===== config.mk =====
export PLATFORM = sky130hd
export DESIGN_NAME = taxi_fare_scheduler
export DESIGN_NICKNAME = d
export VERILOG_FILES = /design/src/rtl/taxi_fare_scheduler.sv
export SDC_FILE = /design/constraint.sdc
export NUM_CORES = 1
export LEC_CHECK = 0
export CAP_MARGIN = 40
export CORE_MARGIN = 4
export CORE_UTILIZATION = 55
export DETAILED_ROUTE_END_ITERATION = 8
export GPL_TIMING_DRIVEN = 0
export PLACE_DENSITY = 0.78
export SLEW_MARGIN = 25
export SYNTH_ARGS = -nofsm -noshare
export SYNTH_HDL_FRONTEND = slang
export SYNTH_SLANG_ARGS = --single-unit

===== constraint.sdc =====
create_clock -name clock -period 4.2 [get_ports clock]
set_clock_uncertainty 0.05 [all_clocks]
set_input_delay 1.26 -clock clock [delete_from_list [all_inputs] [get_ports clock]]
set_output_delay 1.26 -clock clock [all_outputs]
set_load 0.02 [all_outputs]

===== src/rtl/taxi_fare_scheduler.sv =====
// taxi_fare_scheduler
// Turns seat occupancy, VIP mode and the metering tick into individual fare
// charges. Charges go one at a time over a valid/ready port to the shared fare
// adder. The block also keeps the running income tally and enforces the income cap.
//
// Ports
//   clock, reset_n        : rising-edge clock, asynchronous active-low reset
//   tick, mode            : metering pulse; mode 1 = motion, 0 = stopped
//   vip_enable, seat_occ  : VIP hire active; per-seat occupancy
//   clear_income          : synchronous clear of income and all charges
//   add_valid/dest/amount : registered charge offer (dest 0-3 seat, 4 VIP)
//   add_ready             : adder accepts the offered charge
//   clear_dest            : one-cycle pulse per destination fare register
//   total_income          : sum of accepted charges
//   overrun               : sticky, a tick hit a slot whose rate charge was pending
//
// Build option: define TAXI_SCHED_FIXED_PRIORITY_EN for fixed priority
// VIP > seat0 > seat1 > seat2 > seat3. Without it, arbitration is round-robin.
//
// Slot states
//   state | meaning
//   IDLE  | slot unoccupied, no charges generated
//   RIDE  | slot hired: flag charge on entry, one rate charge per tick
module taxi_fare_scheduler #(
   parameter logic [7:0]  FLAG_FARE     = 8'd10,
   parameter logic [7:0]  MOVE_RATE     = 8'd8,
   parameter logic [7:0]  WAIT_RATE     = 8'd5,
   parameter logic [7:0]  VIP_MOVE_RATE = 8'd16,
   parameter logic [31:0] INCOME_LIMIT  = 32'd10000
) (
   input  logic        clock,
   input  logic        reset_n,
   input  logic        tick,
   input  logic        mode,
   input  logic        vip_enable,
   input  logic [3:0]  seat_occ,
   input  logic        clear_income,
   output logic        add_valid,
   output logic [2:0]  add_dest,
   output logic [7:0]  add_amount,
   input  logic        add_ready,
   output logic [4:0]  clear_dest,
   output logic [31:0] total_income,
   output logic        overrun
);
   typedef enum logic {IDLE = 1'b0, RIDE = 1'b1} slot_state_t;

   localparam int NSLOT = 5;
   localparam int VIP   = 4;

   slot_state_t      st_q [NSLOT];
   slot_state_t      st_d [NSLOT];
   logic [7:0]       rval_q [NSLOT];
   logic [7:0]       rval_d [NSLOT];
   logic [NSLOT-1:0] flag_q, flag_d, rate_q, rate_d;
   logic [3:0]       occ_q, occ_qq, seat_rise, seat_fall;
   logic             vip_q, vip_qq, vip_rise, vip_fall;
   logic             offer_flag_q;
`ifndef TAXI_SCHED_FIXED_PRIORITY_EN
   logic [2:0]       ptr_q;
   logic [3:0]       rr_sum;
`endif
   logic [4:0]       clr_d;
   logic             ovr_d, accept, cap_hit, offer_live, win_found, win_flag;
   logic [2:0]       win_idx, arb_idx;
   logic [7:0]       win_amount;
   logic [32:0]      income_sum;

   assign accept     = add_valid & add_ready;
   assign income_sum = {1'b0, total_income} + {25'd0, add_amount};
   assign cap_hit    = accept && (income_sum > {1'b0, INCOME_LIMIT});
   assign seat_rise  = occ_q & ~occ_qq;
   assign seat_fall  = ~occ_q & occ_qq;
   assign vip_rise   = vip_q & ~vip_qq;
   assign vip_fall   = ~vip_q & vip_qq;

   // Next slot state: ticks first, then acceptance, then occupancy events,
   // so an alighting slot loses whatever the same-cycle tick would have added.
   always_comb begin
      st_d   = st_q;
      rval_d = rval_q;
      flag_d = flag_q;
      rate_d = rate_q;
      clr_d  = '0;
      ovr_d  = overrun;
      if (tick) begin
         for (int i = 0; i < NSLOT; i++) begin
            if (st_q[i] == RIDE) begin
               if (rate_q[i]) begin
                  ovr_d = 1'b1;
               end else begin
                  rate_d[i] = 1'b1;
                  if (!mode)         rval_d[i] = WAIT_RATE;
                  else if (i == VIP) rval_d[i] = VIP_MOVE_RATE;
                  else               rval_d[i] = MOVE_RATE;
               end
            end
         end
      end
      if (accept) begin
         for (int i = 0; i < NSLOT; i++) begin
            if (add_dest == 3'(i)) begin
               if (offer_flag_q) flag_d[i] = 1'b0;
               else              rate_d[i] = 1'b0;
            end
         end
      end
      if (vip_rise) begin
         st_d[VIP]   = RIDE;
         flag_d[VIP] = 1'b1;
         clr_d[3:0]  = 4'hF;
         for (int i = 0; i < 4; i++) begin
            st_d[i]   = IDLE;
            flag_d[i] = 1'b0;
            rate_d[i] = 1'b0;
         end
      end else if (vip_fall) begin
         st_d[VIP]   = IDLE;
         flag_d[VIP] = 1'b0;
         rate_d[VIP] = 1'b0;
         clr_d[VIP]  = 1'b1;
         // Seats occupied during the VIP hire board now.
         for (int i = 0; i < 4; i++) begin
            if (occ_q[i] && st_q[i] == IDLE) begin
               st_d[i]   = RIDE;
               flag_d[i] = 1'b1;
            end
         end
      end else if (!vip_q) begin
         for (int i = 0; i < 4; i++) begin
            if (seat_rise[i] && st_q[i] == IDLE) begin
               st_d[i]   = RIDE;
               flag_d[i] = 1'b1;
            end else if (seat_fall[i] && st_q[i] == RIDE) begin
               st_d[i]   = IDLE;
               flag_d[i] = 1'b0;
               rate_d[i] = 1'b0;
               clr_d[i]  = 1'b1;
            end
         end
      end
      if (cap_hit) begin
         flag_d = '0;
         rate_d = '0;
         clr_d  = '1;
      end
   end

   // Arbitrate over next-cycle pending bits so a tick is offered on the very next edge.
   always_comb begin
      win_found  = 1'b0;
      win_idx    = '0;
      win_flag   = 1'b0;
      win_amount = '0;
      offer_live = 1'b0;
      arb_idx    = '0;
`ifndef TAXI_SCHED_FIXED_PRIORITY_EN
      rr_sum     = '0;
`endif
      for (int k = 0; k < NSLOT; k++) begin
`ifdef TAXI_SCHED_FIXED_PRIORITY_EN
         arb_idx = (k == 0) ? 3'd4 : 3'(k - 1);
`else
         rr_sum = {1'b0, ptr_q} + 4'(k + 1);
         if (rr_sum >= 4'd5) rr_sum = rr_sum - 4'd5;
         arb_idx = rr_sum[2:0];
`endif
         if (!win_found && (flag_d[arb_idx] || rate_d[arb_idx])) begin
            win_found  = 1'b1;
            win_idx    = arb_idx;
            win_flag   = flag_d[arb_idx];
            win_amount = flag_d[arb_idx] ? FLAG_FARE : rval_d[arb_idx];
         end
      end
      for (int i = 0; i < NSLOT; i++) begin
         if (add_dest == 3'(i)) offer_live = offer_flag_q ? flag_d[i] : rate_d[i];
      end
   end

   always_ff @(posedge clock or negedge reset_n) begin
      if (!reset_n) begin
         for (int i = 0; i < NSLOT; i++) begin
            st_q[i]   <= IDLE;
            rval_q[i] <= '0;
         end
         flag_q       <= '0;
         rate_q       <= '0;
         occ_q        <= '0;
         occ_qq       <= '0;
         vip_q        <= 1'b0;
         vip_qq       <= 1'b0;
         offer_flag_q <= 1'b0;
`ifndef TAXI_SCHED_FIXED_PRIORITY_EN
         ptr_q        <= '0;
`endif
         add_valid    <= 1'b0;
         add_dest     <= '0;
         add_amount   <= '0;
         clear_dest   <= '0;
         total_income <= '0;
         overrun      <= 1'b0;
      end else if (clear_income) begin
         for (int i = 0; i < NSLOT; i++) st_q[i] <= IDLE;
         flag_q       <= '0;
         rate_q       <= '0;
         // Forgetting the sampled inputs makes occupied seats re-board afterwards.
         occ_q        <= '0;
         occ_qq       <= '0;
         vip_q        <= 1'b0;
         vip_qq       <= 1'b0;
         add_valid    <= 1'b0;
         clear_dest   <= '1;
         total_income <= '0;
         overrun      <= 1'b0;
      end else begin
         st_q       <= st_d;
         rval_q     <= rval_d;
         flag_q     <= flag_d;
         rate_q     <= rate_d;
         occ_q      <= seat_occ;
         occ_qq     <= occ_q;
         vip_q      <= vip_enable;
         vip_qq     <= vip_q;
         clear_dest <= clr_d;
         overrun    <= ovr_d;
         if (cap_hit)     total_income <= '0;
         else if (accept) total_income <= income_sum[31:0];
         if (cap_hit) begin
            add_valid <= 1'b0;
         end else if (add_valid && !add_ready) begin
            // Hold the offer; withdraw only if its slot dropped the charge.
            if (!offer_live) add_valid <= 1'b0;
         end else if (win_found) begin
            add_valid    <= 1'b1;
            add_dest     <= win_idx;
            add_amount   <= win_amount;
            offer_flag_q <= win_flag;
`ifndef TAXI_SCHED_FIXED_PRIORITY_EN
            ptr_q        <= win_idx;
`endif
         end else begin
            add_valid <= 1'b0;
         end
      end
   end
endmodule


* Word level (Yosys, flattened, before mapping)
Cells that the tools add are included.
** Operators by class
- Equality and inequality tests :: 10
- Add/subtract/negate cells :: 11
- Multiplexer cells :: 206
- Magnitude comparators :: 16
- Reductions and logical operators :: 41
- Bitwise logic cells :: 21
** Operators by type and width (number)
- $mux 8 :: 30
- $mux 1 :: 121
- $bmux 8 s3 :: 5
- $mux 32 :: 3
- $mux 5 :: 13
- $mux 4 :: 13
- $mux 40 :: 1
- $add 32x8->33 :: 1
- $gt 33x14->1 const B :: 1
- $bmux 1 s3 :: 10
- $mux 3 :: 10
- $ge 4x3->1 const B :: 5
- $ge 4x4->1 const B :: 5
- $lt 3x4->1 const B :: 5
- $not 3->4 :: 5
- $reduce_bool 5->1 :: 4
- $logic_and 1x1->1 :: 18
- $ne 4x3->1 const B :: 4
- $sub 3x3->3 const B :: 5
- $reduce_and 3->1 :: 4
- $not 1->1 :: 9
- $add 3x2->4 const B :: 2
- $add 3x3->4 const B :: 2
- $and 4x4->4 :: 2
- 14 further kinds :: 27
** Word-level totals
- Output and inout bits :: 50
- Bits of input ports :: 11
- Bits in registers :: 116
- Word-level logic and storage cells :: 328

* Logic depth before layout (Yosys ltp)
- Word-level depth :: 31
- Mapped depth :: 17
- Mapped depth without buffers :: 13

* Worst setup path after synthesis
Ideal clock, no wire load.
- Path kind :: input to register
- Start point :: input tick
- End point :: register ptr_q[0]
- Data arrival time :: 3972 ps
- Setup time :: 120 ps
- Buffers on the path :: 3
- Stages on the path :: 13
- Required time :: 4030 ps
- Path slack :: 58 ps
- Path through :: buf_2 a21oi_1 a2111o_1 or3_1 o211ai_1 nand2_1 a32o_1 buf_2 and3_1 a2111oi_4 buf_6 nor2_1 a31o_1
** On the way
- Cells in the longest elaborated chain, start to end :: 27
- Elaborated cells on any way between the ends :: 60
- Those cells by class :: 46 x mux; 14 x reduce/logical
** RTL lines
- from (decl) :: line 33 : input logic tick,
- $mux 5 (*) :: line 86 : if (tick) begin
- $mux 1 :: line 103 : if (offer_flag_q) flag_d[i] = 1'b0;
- $mux 1 :: line 102 : if (add_dest == 3'(i)) begin
- $mux 5 (*) :: line 100 : if (accept) begin
- $mux 1 :: line 134 : end else if (seat_fall[i] && st_q[i] == RIDE) begin
- $mux 1 :: line 131 : if (seat_rise[i] && st_q[i] == IDLE) begin
- $mux 4 :: line 129 : end else if (!vip_q) begin
- $mux 4 :: line 117 : end else if (vip_fall) begin
- (+11 left out)
- $mux 1 :: line 168 : if (!win_found && (flag_d[arb_idx] || rate_d[arb_idx])) begin
- $logic_not 1->1 :: line 168
- $logic_and 1x1->1 :: line 168
- $mux 1 :: line 168
- $logic_not 1->1 :: line 168
- $logic_and 1x1->1 :: line 168
- $mux 1 :: line 168
- $reduce_and 4->1 (no source line)
- to (signal assigned) :: line 239 : ptr_q <= win_idx;
- to (decl) :: line 60 : logic [2:0] ptr_q;
Every way passes the cells marked *; elsewhere a longest branch is shown, timed or not. The select of a mux whose other input is x is not followed.
A chain may end at the register's enable or synchronous reset.

* Worst setup path in the final report
- Start point :: register ptr_q[0]
- End point :: register add_amount[6]
** On the way
- Cells in the longest elaborated chain, start to end :: 26
- Elaborated cells on any way between the ends :: 137
- Those cells by class :: 10 x add/sub; 5 x order compare; 4 x eq/ne; 98 x mux; 5 x bitwise; 15 x reduce/logical
** RTL lines
- $eq 3x1->1, or another cell as far along
- $mux 1
- $mux 5
- $mux 1 (2 in a row)
- $mux 4 (2 in a row)
- $mux 5 or $mux 4 (tied branches)
- $mux 5
- $bmux 1 s3 (on tied branches) :: line 168, 172
- (+8 left out)
- $mux 1 :: line 168
- $logic_not 1->1 :: line 168
- $logic_and 1x1->1 :: line 168
- $mux 1 :: line 168
- $logic_not 1->1 :: line 168
- $logic_and 1x1->1 :: line 168
- $mux 1 :: line 168
- $reduce_and 4->1 (no source line)
- to (signal assigned) :: line 236 : add_amount <= win_amount;
- to (decl) :: line 40 : output logic [7:0] add_amount,
Several ways; a longest one is shown, not always the timed one. The select of a mux whose other input is x is not followed.

==> metrics.yaml <==
outcome: "complete, no violations"
cp.depth: 13
drt_wl_total_um: 33300
dp_hpwl_um: 23600
ys.flop_type: "dfrtp_1"
clockBufferDepth: 2
synthDistinctLibCells: 88
slew-limit-headroom_pct: 38.4
hold_class: "reg2reg"
ys_ff_latch: 116
cp_max_fo: 10
nets: 1241
grt_max_degree: 76
cts_tree: "done"
ys_seq_area_share_pct: 31.6
wl_met1_um: 12800
grt_pass1_wl_um: 50700
synth-warning-count: 0
syn_area_per_cell_um2: 8.40
syn_to_final_growth_pct: 24.0
cts_sinks: 116
syn_inst: 1092
slowest_stage: "nor4_2"
die_area_mm2: 0.0188
wl_per_cell_um: 23.2
row_count: 46
crit_family: "simple AND/OR/NAND/NOR gates"
antennaDiodeCount: 0
critical_path_class: "reg2reg"
slowest_delay_ns: 0.72
synth_nets: 1127
io_pins: 61
clk_pin_slew_worst_paths_ns: 0.05
hold_viol: 0
syn-cell-area_mm2: 0.00917
final_common_cell: "nand2_1"
dr_total_vias: 9871
start_kind: "register"
critPathBufInv: 3
whs_path_depth: 1
cp.required_ns: 4.49
arrival_ns: 4.47
top_layer: "met4"
track_usage_pct: 35.1
cts_buffers: 17
fp.dieH_um: 137
ys_async_sr_fraction_pct: 100
cap_violations: 0
finalSetupViolCount: 0
antenna_found_initial: 0
worstPathCellList: "clkinvlp_4 -> ha_1 -> inv_1 -> fa_2 -> o21a_1 -> nor2_1 -> clkbuf_1 -> a22oi_1 -> nor4_2 -> nand2_1 -> a21oi_1 -> a211oi_1 -> a31oi_1"
wl_met2_um: 15600
ant_nets: 0
drv_slew: 0
drive_gt1_share_pct: 17.3
fmax_ghz: 0.239
vias_per_cell: 6.88
grt_pass1_vias: 9187
grt_overflow: 0
timing.final.ws_setup_ns: 0.0212
clock_latency_ns: 0.44
post-route-period-util_pct: 99.5
drt-initial-drc-count: 1249
dr_wl_met3_um: 3040
grt_setup_unrepaired: "true"
core_mm2: 0.0161
start_util_pct: 56.9
worst_r2r_path_depth: 13
root_buffer: "clkbuf_16"
whs_ns: 0.425
layout_min_cycle_time_ns: 4.18
drt_drc_violations_left: 0
tightest_slew_ns: 0.916
io_buffers: 59
final_cell_mix: "112 x nand2_1, 111 x dfrtp_1, 88 x nor2_1"
crit_path_end_kind: "register"
htree_levels: 4
dr.pass1.iters: 7
place_ws_ns: -1.13
gp_congestion: 0.995
synth_edf_count: 0
die_w_um: 137
hold_buffers: 0
per-layer routing:
metal | GRT usage [%] | vias up
met5 | 0 | -
met4 | 19.5 | 0
met3 | 7.61 | 151
met2 | 55.3 | 653
met1 | 44.9 | 4712
li1 | - | 4355
area by class of cell:
| cell class | instances | area, um2 |
|---|---|---|
| buffer | 64 | 310 |
| clock buffer | 23 | 468 |
| clock inverter | 9 | 56.3 |
| fill | 1278 | 4740 |
| inverter | 26 | 105 |
| multi-input combinational | 884 | 6370 |
| sequential | 116 | 2910 |
| tap | 216 | 270 |
| timing repair buffer | 97 | 886 |
synthesized netlist by cell type (22+ instances only):
library cell,count,area (um2)
dfrtp_1,116,2900
nand2_1,114,428
nor2_1,90,338
a21oi_1,69,345
and2_1,51,319
o21ai_0,51,255
clkbuf_1,48,180
nand3_1,38,190
nor3_1,32,160
mux2i_1,28,280
o22ai_1,28,175
inv_1,25,93.8
a31oi_1,22,138
ha_1,22,275
timing repair:
item | 4_1_cts | 5_1_grt
endpoints found under the setup margin | 39 | 33
pin swaps | 6 | 18
gates resized for setup | 56 | 70
setup buffers | 14 | 19
hold endpoints to repair | 0 | 0
cloned | 1 | 1
stage by stage:
| step | util [%] | TNS [ns] | instance area [um2] | std cells |
|---|---|---|---|---|
| 3_5_place_dp | 62.6 | -18.63 | 10100 | 1369 |
| 2_1_floorplan | - | 0 | 9170 | 1092 |
| 4_1_cts | 67.9 | 0 | 10900 | 1415 |
| 6_report | 70.6 | 0 | 11400 | 1435 |
| 3_3_place_gp | 62.3 | -319.71 | 10000 | 1367 |
| 5_1_grt | 70.6 | -0.289 | 11400 | 1435 |
final timing paths:
path / end / startpoint / slack, ns
min reg2reg: rval_q[10] / rval_q[10] / 0.43
max in group asynchronous: add_amount[0] / reset_n / 2.66
min: rval_q[10] / rval_q[10] / 0.43
max: add_amount[6] / ptr_q[0] / 0.02
max reg2reg: add_amount[6] / ptr_q[0] / 0.02
min in group asynchronous: st_q[3] / reset_n / 0.69
logic make-up (layout without fill, tap and decap cells):
logic type | count (synthesis) | count (layout) | synth area share [%]
XOR/XNOR | 14 | 14 | 1.34
AO/OA/AOI/OAI | 343 | 344 | 25.6
multiplexers | 56 | 56 | 8.82
AND/OR/NAND/NOR | 446 | 446 | 25.0
buffers and inverters | 93 | 219 | 4.15
adder cells (fa/ha/maj) | 24 | 24 | 3.44
flip-flops | 116 | 116 | 31.6
flip-flops by register name (all words and copies together), names as in the netlist:
signal        cells
vip_qq            1
offer_flag_q      1
occ_q             4
clear_dest        5
occ_qq            4
rval_q           40
vip_q             1
add_valid         1
flag_q            5
st_q              5
ptr_q             3
add_amount        8
overrun           1
total_income     32
rate_q            5
Power is not shown: default switching activity piles up to over one toggle a cycle in this logic, so the estimate is an artifact.
